[src/rtl/ram_arbiter.sv]
// ram_arbiter: two-port arbiter in front of a single-port synchronous RAM
// (registered q, one-cycle read latency). Port 0 is the CPU, port 1 the loader/DMA.
// A requester can hold the RAM across back-to-back cycles with its lock input.
// Build option: define RAM_ARB_ROUND_ROBIN_EN for round-robin arbitration when
// nobody owns the RAM. Otherwise port 0 has fixed priority.
module ram_arbiter #(
    parameter int AWIDTH = 12,
    parameter int DWIDTH = 16
) (
    input  logic              clk,
    input  logic              n_reset,
    input  logic              req0,
    input  logic              req1,
    input  logic              we0,
    input  logic              we1,
    input  logic              lock0,
    input  logic              lock1,
    input  logic [AWIDTH-1:0] addr0,
    input  logic [AWIDTH-1:0] addr1,
    input  logic [DWIDTH-1:0] wdata0,
    input  logic [DWIDTH-1:0] wdata1,
    output logic              gnt0,
    output logic              gnt1,
    output logic              rvalid0,
    output logic              rvalid1,
    output logic [DWIDTH-1:0] rdata0,
    output logic [DWIDTH-1:0] rdata1,
    output logic              ram_load,
    output logic [AWIDTH-1:0] ram_addr,
    output logic [DWIDTH-1:0] ram_d,
    input  logic [DWIDTH-1:0] ram_q
);

    typedef enum logic [1:0] {
        OWN_NONE = 2'd0,
        OWN_P0   = 2'd1,
        OWN_P1   = 2'd2
    } owner_t;

    owner_t            owner_reg, owner_next;
    logic [AWIDTH-1:0] addr_hold_reg, addr_hold_next;
    logic              rpend_reg, rpend_next;
    logic              rsel_reg, rsel_next;
`ifdef RAM_ARB_ROUND_ROBIN_EN
    // last granted port: 0 = P0, 1 = P1
    logic              last_reg, last_next;
`endif

    logic [1:0]        req, we, lock, gnt;
    logic [1:0]        rvalid;
    logic [DWIDTH-1:0] rdata [2];

    assign req  = {req1, req0};
    assign we   = {we1, we0};
    assign lock = {lock1, lock0};
    assign gnt0 = gnt[0];
    assign gnt1 = gnt[1];

    // Arbitration and next-state: owner first, then the idle-time priority rule
    always_comb begin
        gnt            = 2'b00;
        owner_next     = owner_reg;
        addr_hold_next = addr_hold_reg;
        rpend_next     = 1'b0;
        rsel_next      = rsel_reg;
`ifdef RAM_ARB_ROUND_ROBIN_EN
        last_next      = last_reg;
`endif
        if (n_reset) begin
            unique case (owner_reg)
                OWN_P0: begin
                    if (req[0])      gnt = 2'b01;
                    else if (req[1]) gnt = 2'b10;
                end
                OWN_P1: begin
                    if (req[1])      gnt = 2'b10;
                    else if (req[0]) gnt = 2'b01;
                end
                default: begin
                    if (req == 2'b11) begin
`ifdef RAM_ARB_ROUND_ROBIN_EN
                        gnt = last_reg ? 2'b01 : 2'b10;
`else
                        gnt = 2'b01;
`endif
                    end else begin
                        gnt = req;
                    end
                end
            endcase

            // An owner that stops requesting loses the RAM, so no grant means no owner
            if (gnt[0])      owner_next = lock[0] ? OWN_P0 : OWN_NONE;
            else if (gnt[1]) owner_next = lock[1] ? OWN_P1 : OWN_NONE;
            else             owner_next = OWN_NONE;

            rpend_next = |(gnt & ~we);
            rsel_next  = gnt[1];
            if (gnt[0])      addr_hold_next = addr0;
            else if (gnt[1]) addr_hold_next = addr1;
`ifdef RAM_ARB_ROUND_ROBIN_EN
            if (gnt[0])      last_next = 1'b0;
            else if (gnt[1]) last_next = 1'b1;
`endif
        end
    end

    // RAM-side drive: granted port's request, otherwise hold the last address
    always_comb begin
        ram_load = 1'b0;
        ram_addr = n_reset ? addr_hold_reg : '0;
        ram_d    = '0;
        if (gnt[0]) begin
            ram_load = we[0];
            ram_addr = addr0;
            ram_d    = wdata0;
        end else if (gnt[1]) begin
            ram_load = we[1];
            ram_addr = addr1;
            ram_d    = wdata1;
        end
    end

    // State registers; reset also drops any read still waiting to return
    always_ff @(posedge clk) begin
        if (!n_reset) begin
            owner_reg     <= OWN_NONE;
            addr_hold_reg <= '0;
            rpend_reg     <= 1'b0;
            rsel_reg      <= 1'b0;
`ifdef RAM_ARB_ROUND_ROBIN_EN
            last_reg      <= 1'b1;
`endif
        end else begin
            owner_reg     <= owner_next;
            addr_hold_reg <= addr_hold_next;
            rpend_reg     <= rpend_next;
            rsel_reg      <= rsel_next;
`ifdef RAM_ARB_ROUND_ROBIN_EN
            last_reg      <= last_next;
`endif
        end
    end

    // Read return: RAM q lines up with the cycle after the read grant
    genvar gi;
    generate
        for (gi = 0; gi < 2; gi++) begin : g_ret
            assign rvalid[gi] = n_reset && rpend_reg && (rsel_reg == 1'(gi));
            assign rdata[gi]  = rvalid[gi] ? ram_q : '0;
        end
    endgenerate

    assign rvalid0 = rvalid[0];
    assign rvalid1 = rvalid[1];
    assign rdata0  = rdata[0];
    assign rdata1  = rdata[1];

endmodule

[config.mk]
export PLATFORM = sky130hd
export DESIGN_NAME = ram_arbiter
export DESIGN_NICKNAME = d
export VERILOG_FILES = /design/src/rtl/ram_arbiter.sv
export SDC_FILE = /design/constraint.sdc
export NUM_CORES = 1
export LEC_CHECK = 0
export ABC_AREA = 1
export CORE_UTILIZATION = 27
export DETAILED_ROUTE_END_ITERATION = 16
export PLACE_DENSITY = 0.89
export SKIP_LAST_GASP = 1
export SLEW_MARGIN = 20
export SYNTH_ARGS = -nofsm -noshare
export SYNTH_HDL_FRONTEND = slang
export SYNTH_SLANG_ARGS = --single-unit
[constraint.sdc]
create_clock -name clk -period 1.5 [get_ports clk]
set_input_delay 0.225 -clock clk [delete_from_list [all_inputs] [get_ports clk]]
set_output_delay 0.225 -clock clk [all_outputs]
set_load 0.01 [all_outputs]
## Word level (Yosys, flattened, before mapping)

Cells that the tools add are included.
Widths: inputs -> output; s select.

- Bits in registers: 16
- Output and inout port bits: 65
- Logic and storage cells: 38

- Eq/ne operators: 3
- Mux-type cells: 23
- Bitwise logic cells: 3
- Reductions and logical operators: 5

Operators by type and width:

| operator | count |
|---|---|
| $mux 16 | 4 |
| $mux 12 | 5 |
| $mux 2 | 9 |
| $eq 2x2->1 const B | 2 |
| $mux 1 | 4 |
| $pmux 2 s2 | 1 |
| $logic_and 1x1->1 | 3 |
| $and 2x2->2 | 1 |
| $eq 2x1->1 const B | 1 |
| $not 2->2 | 1 |
| $reduce_bool 2->1 | 1 |
| $reduce_or 2->1 | 1 |
| $not 1->1 | 1 |

## Longest topological paths before layout

Gate-level depths: netlist (run 1).

- Depth after elaboration: 7
- Depth in mapped cells: 10
- Depth with buffers taken out: 10

## Least setup slack after synthesis (run 1)

OpenSTA, ideal clock, no wires.

- Path kind: register to output
- Start: register owner_reg[0]
- End: output port ram_addr[0]
- Data arrival time: 1,408 ps
- Path slack: -133 ps
- Cell stages (with the launch flop): 9
- Buffers on the path: 1
- Path through: dfxtp_1 -> inv_1 -> ha_1 -> inv_1 -> nand3_2 -> buf_2 -> a21oi_1 -> nor2_1 -> nor2_1

- Longest elaborated chain between the ends: 6
- Elaborated cells between the ends (all ways): 7
- Classes of those cells: eq/ne: 2; mux: 5

RTL lines:

| what | RTL line | RTL |
|---|---|---|
| start, declared | 40 | `owner_t owner_reg, owner_next;` |
| start signal, assigned | 135 | `owner_reg <= owner_next;` |
| $eq 2x2->1 or $eq 2x1->1 (tied branches) | 70 | `unique case (owner_reg)` |
| $pmux 2 s2 (*) | 70 |  |
| $mux 2 (*) (2 in series) | 69 | `if (n_reset) begin` |
| $mux 12 | 117 | `end else if (gnt[1]) begin` |
| $mux 12 (*) | 113 | `if (gnt[0]) begin` |
| end, declared | 29 | `output logic [AWIDTH-1:0] ram_addr,` |

Every way passes the cells marked *; elsewhere a longest branch is shown, timed or not. The select of a mux whose other input is x is not followed.

## Worst setup path in the final report (run 1)

- Start: register owner_reg[0]
- End: output port ram_addr[1]

The elaborated chain is that of the path after synthesis.

==> results of run 1 <==
stage by stage:
step / hold WS, ns / setup TNS (ns) / power [mW] / std cells / area (µm²)
after detailed placement: 0.576 / -49.86 / 1.21 / 483 / 3150
after floorplan: 0.332 / 0 / 0.771 / 260 / 1500
final: 0.515 / -29.28 / 2.10 / 545 / 4490
after global placement: 0.566 / -46.82 / 1.19 / 483 / 3150
after CTS: 0.497 / -21.56 / 1.83 / 536 / 3930
after global routing: 0.520 / -32.91 / 2.19 / 545 / 4490
cell type report:
class / count / area [µm²] / share of cell area [%]
repair buffers: 221 / 2140 / 47.5
multi-input cells: 189 / 1690 / 37.5
flip-flops and latches: 16 / 325 / 7.24
inverters: 43 / 186 / 4.15
well taps: 70 / 87.6 / 1.95
clock buffers: 4 / 55.1 / 1.23
repair inverters: 2 / 15.0 / 0.334
power by group:
| group | switching, mW | total, mW | leakage, nW | internal (mW) |
|---|---|---|---|---|
| clock | 0.187 | 0.421 | 0.0288 | 0.234 |
| sequential | 0.0197 | 0.479 | 0.134 | 0.459 |
| combinational | 0.587 | 1.20 | 1.89 | 0.612 |
| total | 0.794 | 2.10 | 2.06 | 1.31 |
cell families (layout without fill, tap and decap cells):
kind of cell	Yosys count	count (layout)	share of synthesized area, %
flip-flops	16	16	22.5
buffers and inverters	58	270	18.0
AND/OR/NAND/NOR	159	162	48.9
adder cells (fa/ha/maj)	2	2	1.76
AO/OA/AOI/OAI	25	25	8.88
per-layer routing:
metal | wire (µm) | vias to the layer above | GRT usage [%]
met2 | 5730 | 198 | 51.9
li1 | - | 1245 | -
met3 | 855 | 49 | 3.35
met1 | 3820 | 1336 | 29.7
met4 | 560 | 0 | 14.9
met5 | 0 | - | 0
worst max-delay path: stages (launching register included):
cell	delay, ns
dfxtp_2	0.36
inv_2	0.05
ha_4	0.26
inv_6	0.08
nand3_4	0.15
buf_12	0.19
nand3_1	0.12
nand2_2	0.10
nor2_4	0.13
nor2_2	0.05
buf_2	0.14
path summary, 6_finish.rpt:
kind / startpoint / slack [ns] / end / depth (start not counted)
worst max-delay path: owner_reg[0] / -0.63 / ram_addr[1] / 10
worst min-delay path: lock0 / 0.52 / owner_reg[0] / 3
worst max register to register: owner_reg[0] / -0.51 / addr_hold_reg[8] / 13
worst min register to register: addr_hold_reg[9] / 0.64 / addr_hold_reg[9] / 4
what timing repair did:
action / 4_1_cts / 5_1_grt
endpoints found under the hold margin: 0 / 0
resized for setup: 365 / 170
buffers inserted: 42 / 15
endpoints found under the setup margin: 80 / 79
hold buffers: 0 / 0
pin swaps: 27 / 62
cloned: 8 / 3
placed cells by master (no fill, tap or decap), types with 12 or more instances in the layout:
cell type,n
clkdlybuf4s50_1,77
buf_6,54
buf_2,40
nor2_4,36
buf_4,35
inv_1,33
nand2_1,32
nor2_2,26
nand4_1,17
nand2_2,12
dfxtp_1,12
==> results.cfg, run 1 <==
[cts]
htree_levels = 1
cts-root-buf = clkbuf_8
clk_latency_ns = 0.26
clockBufferDepth = 2
cts_made_buffers = 3
clk_pin_slew_ns = 0.08
clock_sinks = 16
cts_tree = done

[pwr]
power_density_nw_per_um2 = 467
p_leak_nw = 2.06
ir_drop_uv = 343

[floorplanning]
core_area_um2 = 5110
die_w_um = 74.6
num_rows = 26
die_height_um = 74.6
die_area_um2 = 5570
ios = 145
start_util_pct = 27.9

[critical_path]
crit_arrival_ns = 1.91
cp.required_ns = 1.27
crit_type = reg -> out
end_kind = primary output
crit_fanout = 7
start_kind = register

[global_route]
grt_pass1_vias = 2466
grt_pass1_wl_um = 11700
track_usage_pct = 27.5
antenna_found_initial = 0
grt_start_max_net_pins = 22
gr-total-overflow = 0

[synth]
synth_cell_types = 22
synth_top_area_share_pct = 22.5
synth_ff_type = dfxtp_1
yosys_register_bits = 16
synth_area_leaders = dfxtp_1 (22%), nor2_1 (19%), nand2_1 (13%)
syn_inst = 260
syn_area_um2 = 1420
ys_async_sr_fraction_pct = 0
synth_top_area_cell = dfxtp_1
synth_nets = 342
ys.warnings.count = 0
avgSynthCellArea_um2 = 5.48
seq_area_frac_synth_pct = 22.5
synth_most_common_cell = nor2_1
synth_commonest_cells = nor2_1 (71), nand2_1 (51), inv_1 (37), nand4_1 (17), dfxtp_1 (16)
synth_edf_count = 0

[worst_hold_path]
hp-class = in -> reg

[cells_and_area]
fin_util_pct = 87.9
largest_reg_flops = 12
syn2layout_area_growth_pct = 215
finalNetCount = 558
drive_gt1_share_pct = 60.4
antennaDiodeCount = 0
fillers = 227

[drt]
vias_per_cell = 5.19
route.detailed.wl_per_inst_um = 20.1
drc = 0
drtIter0Drc = 176
vias = 2828
dr.pass1.iters = 4
drtAntennaViolNets = 0
wl_um = 11000

[placement]
place_congestion = 0.725
dp_hpwl_um = 4240
port_buffers = 144
post-place-ws_ns = -0.829

[flow_run]
cap_violations = 0

[timing]
finalHoldViolations = 0
fin_ws_ns = -0.631
worstMarginPinSlew_ns = 0.316
grt_setup_unrepaired = true
finalCritPeriodShare_pct = 142
finClkSkew_ns = 0.0116
fmax_mhz = 469
slew_viol_final = 0
slew_headroom_pct = 78.9
setup_viol = 80
period_minus_slack_ns = 2.13

[run_status]
violations = negative setup slack
status = finished with violations
Note: power is estimated with default switching activity, not from simulation.
==> run 2, diff against run 1 <==
--- a/config.mk
+++ b/config.mk
@@ -8,7 +8,7 @@
 export ABC_AREA = 1
 export CORE_UTILIZATION = 27
 export DETAILED_ROUTE_END_ITERATION = 16
-export PLACE_DENSITY = 0.89
+export PLACE_DENSITY = 0.79
 export SKIP_LAST_GASP = 1
 export SLEW_MARGIN = 20
 export SYNTH_ARGS = -nofsm -noshare
==> run 2 against run 1 <==
Net effect: the flow still finishes with violations (negative setup slack); clock skew hardly changed; wire length is 13% higher; sequential cell count stayed put; count of clock-buffer cells in the layout is 1 lower; critical path depth stayed put; largest cell class unchanged.
==> results.cfg, run 2 (synthesis gave the netlist of run 1 again) <==
[floorplanning]
die_area_um2 = 5570
die_height_um = 74.6
ios = 145
start_util_pct = 27.9
core_area_um2 = 5110
die_w_um = 74.6
num_rows = 26

[cts]
cts_tree = done
clock_sinks = 16
clockBufferDepth = 2
cts_made_buffers = 3
postCtsHoldBufs = 0
htree_levels = 1
clk_latency_ns = 0.27
clk_pin_slew_ns = 0.08
cts-root-buf = clkbuf_8

[cells_and_area]
antennaDiodeCount = 0
mostFrequentLayoutCells = clkdlybuf4s50_1 (78), buf_6 (65), buf_2 (45)
final_cell_area_um2 = 4640
drive_gt1_share_pct = 61.0
seqCellArea_um2 = 328
fillers = 171
syn2layout_area_growth_pct = 226
largest_reg_flops = 12
finalNetCount = 574
multi_input_area_um2 = 1640
layout_commonest_cell = clkdlybuf4s50_1

[global_route]
grt_pass1_vias = 2604
grt_start_max_net_pins = 21
grt_pass1_wl_um = 12400
gr-total-overflow = 0
antenna_found_initial = 0
track_usage_pct = 29.7

[worst_hold_path]
worst_hold_path.num_cells = 4
hp-class = in -> reg
min_to = owner_reg[0]
min_from = n_reset

[placement]
dp_hpwl_um = 4360
place_congestion = 0.764
port_buffers = 144
place_area_um2 = 3150

[pwr]
ir_drop_uv = 530
p_leak_nw = 2.17
power_frac_seq_pct = 22.2
power_frac_clock_pct = 16.9
internal-power_mw = 1.33
netSwitchingFraction_pct = 38.8
power_density_nw_per_um2 = 468
p_sw_mw = 0.843
comb_power_share_pct = 60.8

[timing]
finalCritPeriodShare_pct = 148
fin_ws_ns = -0.717
period_minus_slack_ns = 2.22
finClkSkew_ns = 0.0114
fmax_mhz = 451
setup_viol = 80
worstMarginPinSlew_ns = 0.328
slew_headroom_pct = 78.1
grt_setup_unrepaired = true
slew_viol_final = 0
whs_ns = 0.428
finalHoldViolations = 0

[drt]
wl_um = 12400
dr.pass1.iters = 5
vias_per_cell = 5.47
vias = 3061
drtIter0Drc = 199
drc = 0
route.detailed.wl_per_inst_um = 22.2
drtAntennaViolNets = 0

[critical_path]
r2r_start = owner_reg[1]
crit_fanout = 5
end_kind = primary output
reg2reg_slack_ns = -0.56
crit_type = in -> out
start_kind = input pin
reg2regPathDepth = 14
r2r_end = addr_hold_reg[1]
cp.required_ns = 1.27
crit_arrival_ns = 1.99

[run_status]
violations = negative setup slack
status = finished with violations

[flow_run]
cap_violations = 0
==> run 2: cell count changes in the layout (fill, tap and decap cells not counted), moves of 4 or more <==
cell | before | now
nor2_4 | 36 | 28
inv_4 | 1 | 5
buf_6 | 54 | 65
nand3_2 | 9 | 5
buf_2 | 40 | 45
nand2_4 | 7 | 11
nor2_2 | 26 | 31
nand2_2 | 12 | 7
buf_12 | 5 | 11
buf_4 | 35 | 31
==> run 2: worst max path at each step <==
| stage | startpoint | endpoint | cells past startpoint |
|---|---|---|---|
| 6_report | req1 | ram_addr[0] | 10 |
| 5_1_grt | req1 | ram_d[14] | 9 |
| 3_5_place_dp | req1 | ram_d[11] | 8 |
| 2_1_floorplan | owner_reg[0] | ram_addr[10] | 9 |
| 4_1_cts | owner_reg[0] | ram_addr[9] | 11 |
| 3_3_place_gp | req1 | ram_load | 8 |
==> run 2: per-stage QoR <==
stage / power [mW] / TNS, ns / cells / worst slack, ns / utilization, %
3_3_place_gp: 1.19 / -44.41 / 485 / -0.732 / 61.6
3_5_place_dp: 1.20 / -45.96 / 485 / -0.767 / 61.6
2_1_floorplan: 0.771 / 0 / 260 / 0.000882 / -
5_1_grt: 2.23 / -35.10 / 560 / -0.747 / 90.8
6_report: 2.17 / -32.51 / 560 / -0.717 / 90.8
4_1_cts: 1.84 / -22.85 / 553 / -0.552 / 78.9
==> run 2: critical path: stages <==
cell and delay [ns]:
clkdlybuf4s50_1 0.55, inv_2 0.09, nor2_4 0.28, nand2_8 0.14
buf_6 0.16, nand3_1 0.07, nand2_1 0.09, nor2_2 0.16
nor2_2 0.08, buf_2 0.14
==> run 2: area by class of cell <==
| class | count | share of cell area, % |
|---|---|---|
| inverters | 43 | 4.18 |
| repair buffers | 237 | 50.3 |
| clock buffers | 3 | 0.890 |
| well taps | 70 | 1.89 |
| flip-flops and latches | 16 | 7.07 |
| repair inverters | 2 | 0.324 |
| multi-input cells | 189 | 35.4 |
==> run 2: what timing repair did <==
item | in CTS | in global routing
endpoints found under the hold margin | 0 | 0
pin swaps | 53 | 60
buffers inserted | 61 | 20
resized for setup | 383 | 157
endpoints found under the setup margin | 80 | 80
gates cloned | 8 | 3
==> run 2: power by group through the flow <==
| stage | sequential [mW] | clock [mW] | combinational (mW) |
|---|---|---|---|
| finish | 0.482 | 0.367 | 1.32 |
| global route | 0.484 | 0.384 | 1.37 |
| CTS | 0.471 | 0.323 | 1.05 |
| detailed placement | 0.478 | 0 | 0.727 |
| global placement | 0.477 | 0 | 0.715 |
| floorplan | 0.475 | 0 | 0.296 |
==> run 2: routing by layer <==
metal	up-vias	routed length, µm	global-route usage, %
li1	1273	-	-
met1	1414	4190	30.2
met2	270	6060	56.7
met3	104	1100	5.89
met4	0	1070	15.7
met5	-	0	0
==> run 3, diff against run 2 <==
--- a/config.mk
+++ b/config.mk
@@ -6,11 +6,12 @@
 export NUM_CORES = 1
 export LEC_CHECK = 0
 export ABC_AREA = 1
+export CAP_MARGIN = 20
 export CORE_UTILIZATION = 27
 export DETAILED_ROUTE_END_ITERATION = 16
 export PLACE_DENSITY = 0.79
 export SKIP_LAST_GASP = 1
-export SLEW_MARGIN = 20
+export SLEW_MARGIN = 10
 export SYNTH_ARGS = -nofsm -noshare
 export SYNTH_HDL_FRONTEND = slang
 export SYNTH_SLANG_ARGS = --single-unit
==> results of run 3 <==
Final layout, timing and power as in run 2 (identical DEF).
